File: src/rtl/clint_pkg.sv
// Shared definitions for the core-local trap sequencer: FSM states, CSR addresses,
// trap-related instruction encodings, cause codes and mstatus update helpers.
package clint_pkg;

  typedef enum logic [2:0] {
    IDLE         = 3'd0,
    MEPC         = 3'd1,
    MCAUSE       = 3'd2,
    MSTATUS      = 3'd3,
    MRET_MSTATUS = 3'd4,
    ASSERT       = 3'd5
  } state_e;

  localparam logic [11:0] CSR_MSTATUS = 12'h300;
  localparam logic [11:0] CSR_MEPC    = 12'h341;
  localparam logic [11:0] CSR_MCAUSE  = 12'h342;

  localparam logic [31:0] INST_ECALL  = 32'h0000_0073;
  localparam logic [31:0] INST_EBREAK = 32'h0010_0073;
  localparam logic [31:0] INST_MRET   = 32'h3020_0073;

  localparam logic [31:0] CAUSE_EBREAK = 32'd3;
  localparam logic [31:0] CAUSE_ECALL  = 32'd11;
  localparam logic [31:0] CAUSE_TIMER  = 32'h8000_0007;
  localparam logic [31:0] CAUSE_EXT    = 32'h8000_000B;

  localparam int MSTATUS_MIE  = 3;
  localparam int MSTATUS_MPIE = 7;

  // Trap entry: save MIE into MPIE, then disable interrupts.
  function automatic logic [31:0] mstatus_on_trap(input logic [31:0] ms);
    logic [31:0] r;
    r               = ms;
    r[MSTATUS_MPIE] = ms[MSTATUS_MIE];
    r[MSTATUS_MIE]  = 1'b0;
    return r;
  endfunction

  // MRET: restore MIE from MPIE, then set MPIE.
  function automatic logic [31:0] mstatus_on_mret(input logic [31:0] ms);
    logic [31:0] r;
    r               = ms;
    r[MSTATUS_MIE]  = ms[MSTATUS_MPIE];
    r[MSTATUS_MPIE] = 1'b1;
    return r;
  endfunction

endpackage

File: src/rtl/clint_trap.sv
// Core-local trap sequencer: detects ECALL/EBREAK/MRET and interrupts, stalls the
// pipeline, writes mepc/mcause/mstatus, then redirects execute with a one-cycle pulse.
//
// state        | meaning
// IDLE         | combinational detect; hold raised in the detect cycle
// MEPC         | write return PC to mepc
// MCAUSE       | write cause to mcause
// MSTATUS      | trap entry mstatus write (MPIE<=MIE, MIE<=0)
// MRET_MSTATUS | MRET mstatus write (MIE<=MPIE, MPIE<=1)
// ASSERT       | redirect pulse to mtvec (trap) or mepc (MRET)
module clint_trap
  import clint_pkg::*;
#(
  parameter int INT_W  = 8,
  parameter int ADDR_W = 32
) (
  input  logic              clk_i,
  input  logic              rst_n_i,
  input  logic [31:0]       inst_i,
  input  logic [ADDR_W-1:0] inst_addr_i,
  input  logic              jump_flag_i,
  input  logic [ADDR_W-1:0] jump_addr_i,
  input  logic              ext_hold_i,
  input  logic [INT_W-1:0]  int_flag_i,
  input  logic [ADDR_W-1:0] csr_mtvec_i,
  input  logic [ADDR_W-1:0] csr_mepc_i,
  input  logic [31:0]       csr_mstatus_i,
  output logic              hold_flag_o,
  output logic              we_o,
  output logic [11:0]       waddr_o,
  output logic [31:0]       wdata_o,
  output logic              int_assert_o,
  output logic [ADDR_W-1:0] int_addr_o
);

  state_e            r_state;
  state_e            w_next_state;
  logic [31:0]       r_cause;
  logic [31:0]       r_mstatus;
  logic [ADDR_W-1:0] r_ret_pc;
  logic              r_is_mret;

  logic              w_sync;
  logic              w_mret;
  logic              w_async;
  logic              w_load;
  logic              w_take_mret;
  logic [31:0]       w_cause;
  logic [ADDR_W-1:0] w_ret_pc;

  always_comb begin
    w_sync       = 1'b0;
    w_mret       = 1'b0;
    w_async      = 1'b0;
    w_load       = 1'b0;
    w_take_mret  = 1'b0;
    w_cause      = 32'd0;
    w_ret_pc     = inst_addr_i;
    w_next_state = r_state;
    hold_flag_o  = 1'b0;
    we_o         = 1'b0;
    waddr_o      = 12'd0;
    wdata_o      = 32'd0;
    int_assert_o = 1'b0;
    int_addr_o   = '0;

    // Detection is masked while reset is active so every output reads 0 in reset.
    w_sync  = rst_n_i && ((inst_i == INST_ECALL) || (inst_i == INST_EBREAK));
    w_mret  = rst_n_i && (inst_i == INST_MRET);
    w_async = rst_n_i && (|int_flag_i) && csr_mstatus_i[MSTATUS_MIE] && !ext_hold_i;

    if (w_sync) begin
      w_cause = (inst_i == INST_ECALL) ? CAUSE_ECALL : CAUSE_EBREAK;
    end else begin
      w_cause = int_flag_i[0] ? CAUSE_TIMER : CAUSE_EXT;
    end
    // An async trap must resume at the jump target if execute is redirecting now.
    if (!w_sync && jump_flag_i) begin
      w_ret_pc = jump_addr_i;
    end

    case (r_state)
      IDLE: begin
        if (w_sync || w_async) begin
          w_next_state = MEPC;
          w_load       = 1'b1;
          hold_flag_o  = 1'b1;
        end else if (w_mret) begin
          w_next_state = MRET_MSTATUS;
          w_load       = 1'b1;
          w_take_mret  = 1'b1;
          hold_flag_o  = 1'b1;
        end
      end
      MEPC: begin
        hold_flag_o  = 1'b1;
        we_o         = 1'b1;
        waddr_o      = CSR_MEPC;
        wdata_o      = 32'(r_ret_pc);
        w_next_state = MCAUSE;
      end
      MCAUSE: begin
        hold_flag_o  = 1'b1;
        we_o         = 1'b1;
        waddr_o      = CSR_MCAUSE;
        wdata_o      = r_cause;
        w_next_state = MSTATUS;
      end
      MSTATUS: begin
        hold_flag_o  = 1'b1;
        we_o         = 1'b1;
        waddr_o      = CSR_MSTATUS;
        wdata_o      = mstatus_on_trap(r_mstatus);
        w_next_state = ASSERT;
      end
      MRET_MSTATUS: begin
        hold_flag_o  = 1'b1;
        we_o         = 1'b1;
        waddr_o      = CSR_MSTATUS;
        wdata_o      = mstatus_on_mret(r_mstatus);
        w_next_state = ASSERT;
      end
      ASSERT: begin
        hold_flag_o  = 1'b1;
        int_assert_o = 1'b1;
        int_addr_o   = r_is_mret ? csr_mepc_i : csr_mtvec_i;
        w_next_state = IDLE;
      end
      default: begin
        w_next_state = IDLE;
      end
    endcase
  end

  always_ff @(posedge clk_i or negedge rst_n_i) begin
    if (!rst_n_i) begin
      r_state   <= IDLE;
      r_cause   <= 32'd0;
      r_mstatus <= 32'd0;
      r_ret_pc  <= '0;
      r_is_mret <= 1'b0;
    end else begin
      r_state <= w_next_state;
      if (w_load) begin
        r_cause   <= w_cause;
        r_mstatus <= csr_mstatus_i;
        r_ret_pc  <= w_ret_pc;
        r_is_mret <= w_take_mret;
      end
    end
  end

endmodule

File: config.mk
export PLATFORM = sky130hd
export DESIGN_NAME = clint_trap
export DESIGN_NICKNAME = d
export VERILOG_FILES = /design/src/rtl/clint_pkg.sv /design/src/rtl/clint_trap.sv
export SDC_FILE = /design/constraint.sdc
export NUM_CORES = 1
export LEC_CHECK = 0
export BUFFER_PORTS_ARGS = -buffer_cell sky130_fd_sc_hd__buf_4
export CAP_MARGIN = 25
export CORE_AREA = 4 4 106 108
export DETAILED_ROUTE_END_ITERATION = 16
export DIE_AREA = 0 0 110 112
export GPL_TIMING_DRIVEN = 0
export PLACE_DENSITY = 0.87
export SETUP_SLACK_MARGIN = 0.05
export SYNTH_ARGS = -nofsm -noshare
export SYNTH_HDL_FRONTEND = slang
export SYNTH_SLANG_ARGS = --single-unit
File: constraint.sdc
create_clock -name clk_i -period 3.6 [get_ports clk_i]
set_input_delay 0.72 -clock clk_i [delete_from_list [all_inputs] [get_ports clk_i]]
set_output_delay 0.72 -clock clk_i [all_outputs]
set_load 0.02 [all_outputs]
==> metrics.md <==
| Metric | Value |
|---|---|
| Die H | `between 100 and 150 um` |
| Most frequent cell after synthesis | `mux2_2` |
| H-tree levels | `3` |
| Initial antenna violation count | `0` |
| Initial Util | `0.421` |
| Post-synthesis cell type count | `39` |
| Simple-Gate Fraction of Synth Area | `0.0953` |
| Sequential share of the synthesized area | `0.418` |
| First-pass GRT wire length | `roughly 23 mm` |
| Core area | `10,200 um^2` |
| RSZ-0062 raised after global routing | `false` |
| CTS tree | `done` |
| Gr usage total | `0.238` |
| EDFF count, synth | `0` |
| Fin cells | `810` |
| Int Pwr | `between 2 and 3 mW` |
| Remaining Overflow, GRT | `0` |
| Largest family of logic cells by synthesized area | `multiplexers` |
| Maximum VDD drop | `0.460 mV` |
| Share of total power in combinational logic | `0.541` |
| Die width | `roughly 110 um` |
| Syn Inst Count | `between 300 and 400` |
| Hold buffer count at CTS | `0` |
| Clock Latency Late Sink | `~0.34 ns` |
| DRC Markers | `0` |
| # IOs | `~280` |
| Worst Tran Pin Value | `between 0.6 and 0.7 ns` |
| CP startpoint kind | `flop` |
| Synthesized flop and latch total | `between 70 and 80` |
| CP endpoint kind | `primary output` |
| Max Fclk | `about 300 MHz` |
| Pre-antenna DRT Iters | `4` |
| ANT nets after route | `0` |
| Placement Rows | `37` |
| Worst Path Max Fanout | `10` |
| Post-synthesis compound-gate area fraction | `0.0892` |
| Tmin final | `3.31 ns` |
| Max-slew violations | `0` |
| Main area contributors after synthesis | `dfrtp_1, mux2_2, mux2i_1` |
| Multiplexer area fraction after synthesis | `0.340` |
| Antenna cells | `0` |
| Netlist Area Pre-Place | `about 4300 um^2` |
| Main synth FF type | `dfrtp_1` |
| Vias per std cell | `5.10` |
| Layout cells sized above 1 | `0.604` |
| Final GP Congestion | `roughly 0.81` |
| Seq pwr share | `0.313` |
| Post-cts resize count | `1` |
| P_sw | `between 1.5 and 2 mW` |
| Syn-to-layout area delta | `57.4%` |
| Drt initial violations | `roughly 230` |
| Synth warn | `0` |
| Max-cap violations | `0` |
| Power Dens Cells | `roughly 670 nW/um^2` |
| Leak | `about 3.3 nW` |
| Post-synth top cells | `mux2_2, dfrtp_1, nor2_1` |
| Clock skew | `roughly 0.0093 ns` |
| Critical Path RT | `2.88 ns` |
| Clock buffer depth | `2` |
| Placed cells | `roughly 790` |
| CTS Root Cell | `clkbuf_8` |
| Synth Area in Adders | `0` |
| Routed WL | `~15 mm` |
| Vias | `approximately 4,100` |
| Top cell type's share of synthesized area | `0.418` |
| Total power | `about 4.5 mW` |
| Nets | `slightly below 900` |
| Setup CP Type | `flop to primary output` |
| Vias in the first global route | `4,372` |
| Setup violators final | `0` |
| Avg Cell Area, Syn | `~11 um^2` |
| Largest net degree at the start of global routing | `75` |
| Synth area leader | `dfrtp_1` |
| Worst hold-check path type | `primary input to asynchronous set/reset pin` |
| Dpl hpwl | `12.5 mm` |
| Die footprint | `12,300 um^2` |
| Switching Share | `0.399` |
| Input/output buffers | `275` |
| Postcts setup bufs | `0` |
| Share of flip-flops with an asynchronous set or reset | `1.00` |
| Final period util | `0.919` |
| Max-slew headroom | `0.550` |
| Clk pin slew, worst setup/hold paths | `0.08 ns` |
| Routed len/inst | `19.1 um` |
| Clock sinks | `between 70 and 80` |
| Xor/xnor share of the synthesized area | `0.00407` |
| Minimum hold slack | `between 0.3 and 0.4 ns` |
| Crit path DAT | `between 2 and 3 ns` |
| Clock Power Share | `0.146` |
| Final hold violations | `0` |
| Total CTS buffers | `9` |
| Status | `complete, no violations` |
==> through the flow <==
stage | instance area, um^2 | utilization | setup TNS [ns] | setup WS, ns
3_5_place_dp | 6560 | 0.642 | -0.0939 | -0.0939
5_1_grt | 6780 | 0.663 | 0 | 0.0700
3_3_place_gp | 6560 | 0.642 | -0.0563 | -0.0563
6_report | 6780 | 0.663 | 0 | 0.291
4_1_cts | 6770 | 0.662 | 0 | 0.129
2_1_floorplan | 4330 | - | 0 | 0.899
==> layout make-up <==
class	instances	area, um^2
plain buffers	36	213
inverters	3	11.3
clock inverters	6	67.6
well taps	136	170
repair buffers	275	2070
multi-input cells	272	2310
fillers	807	3450
clock buffers	10	138
flip-flops and latches	72	1800
==> layer usage <==
layer,share of wire,GRT usage
met1,0.33,0.241
met2,0.55,0.460
met3,0.091,0.0580
met4,0.028,0.0798
met5,0,0
==> final timing paths <==
| check | startpoint | to | slack (ns) | depth (start not counted) |
|---|---|---|---|---|
| hold / removal | rst_n_i | r_ret_pc[28] | 0.34 | 1 |
| max in group asynchronous | rst_n_i | r_ret_pc[13] | 2.87 | 1 |
| setup reg to reg | r_state[1] | r_ret_pc[23] | 1.69 | 6 |
| hold reg to reg | r_cause[1] | r_cause[1] | 0.49 | 1 |
| setup / recovery | r_state[0] | wdata_o[18] | 0.29 | 7 |
| min in group clk_i | r_cause[1] | r_cause[1] | 0.49 | 1 |
==> state kept, by name (all words and copies together) (netlist names) <==
name / flops
r_mstatus: 32
r_ret_pc: 32
r_cause: 4
r_state: 3
r_is_mret: 1
==> power by group through the flow <==
stage          clock network (mW)  logic [mW]  registers (mW)
5_1_grt                     0.708        2.61            1.46
3_5_place_dp                    0        2.44            1.43
3_3_place_gp                    0        2.38            1.39
2_1_floorplan                   0        1.47            1.34
6_report                    0.661        2.45            1.42
4_1_cts                     0.673        2.46            1.41
==> kinds of logic (layout without fill, tap and decap cells) <==
group                     after synthesis  in the layout
AOI/OAI and AO/OA                      48             48
buffers and inverters                  39            330
DFF                                    72             72
other                                   1              7
muxes                                 134            134
xor gates and xnor gates                2              2
and+or+nand+nor                        81             81
==> critical path: stages (launching register included) <==
cell	delay [ns]
dfrtp_1	0.37
clkbuf_1	0.18
nor2_1	0.40
nand2_1	0.14
nand2_1	0.30
clkbuf_1	0.48
a22o_1	0.23
buf_4	0.14
==> layout by cell type, fill, tap and decap left out, drive strengths merged, types with 4 or more instances in the layout <==
master	synthesis	layout
buf	22	297
mux2	99	99
dfrtp	72	72
nor2	37	37
mux2i	35	35
a22o	26	26
clkbuf	14	24
nand2	16	16
o21ai	9	9
conb	1	7
nor4	6	6
nand2b	4	4
a22oi	4	4
inv	3	4
nor3	4	4
Power figures use the tool's default switching activity.
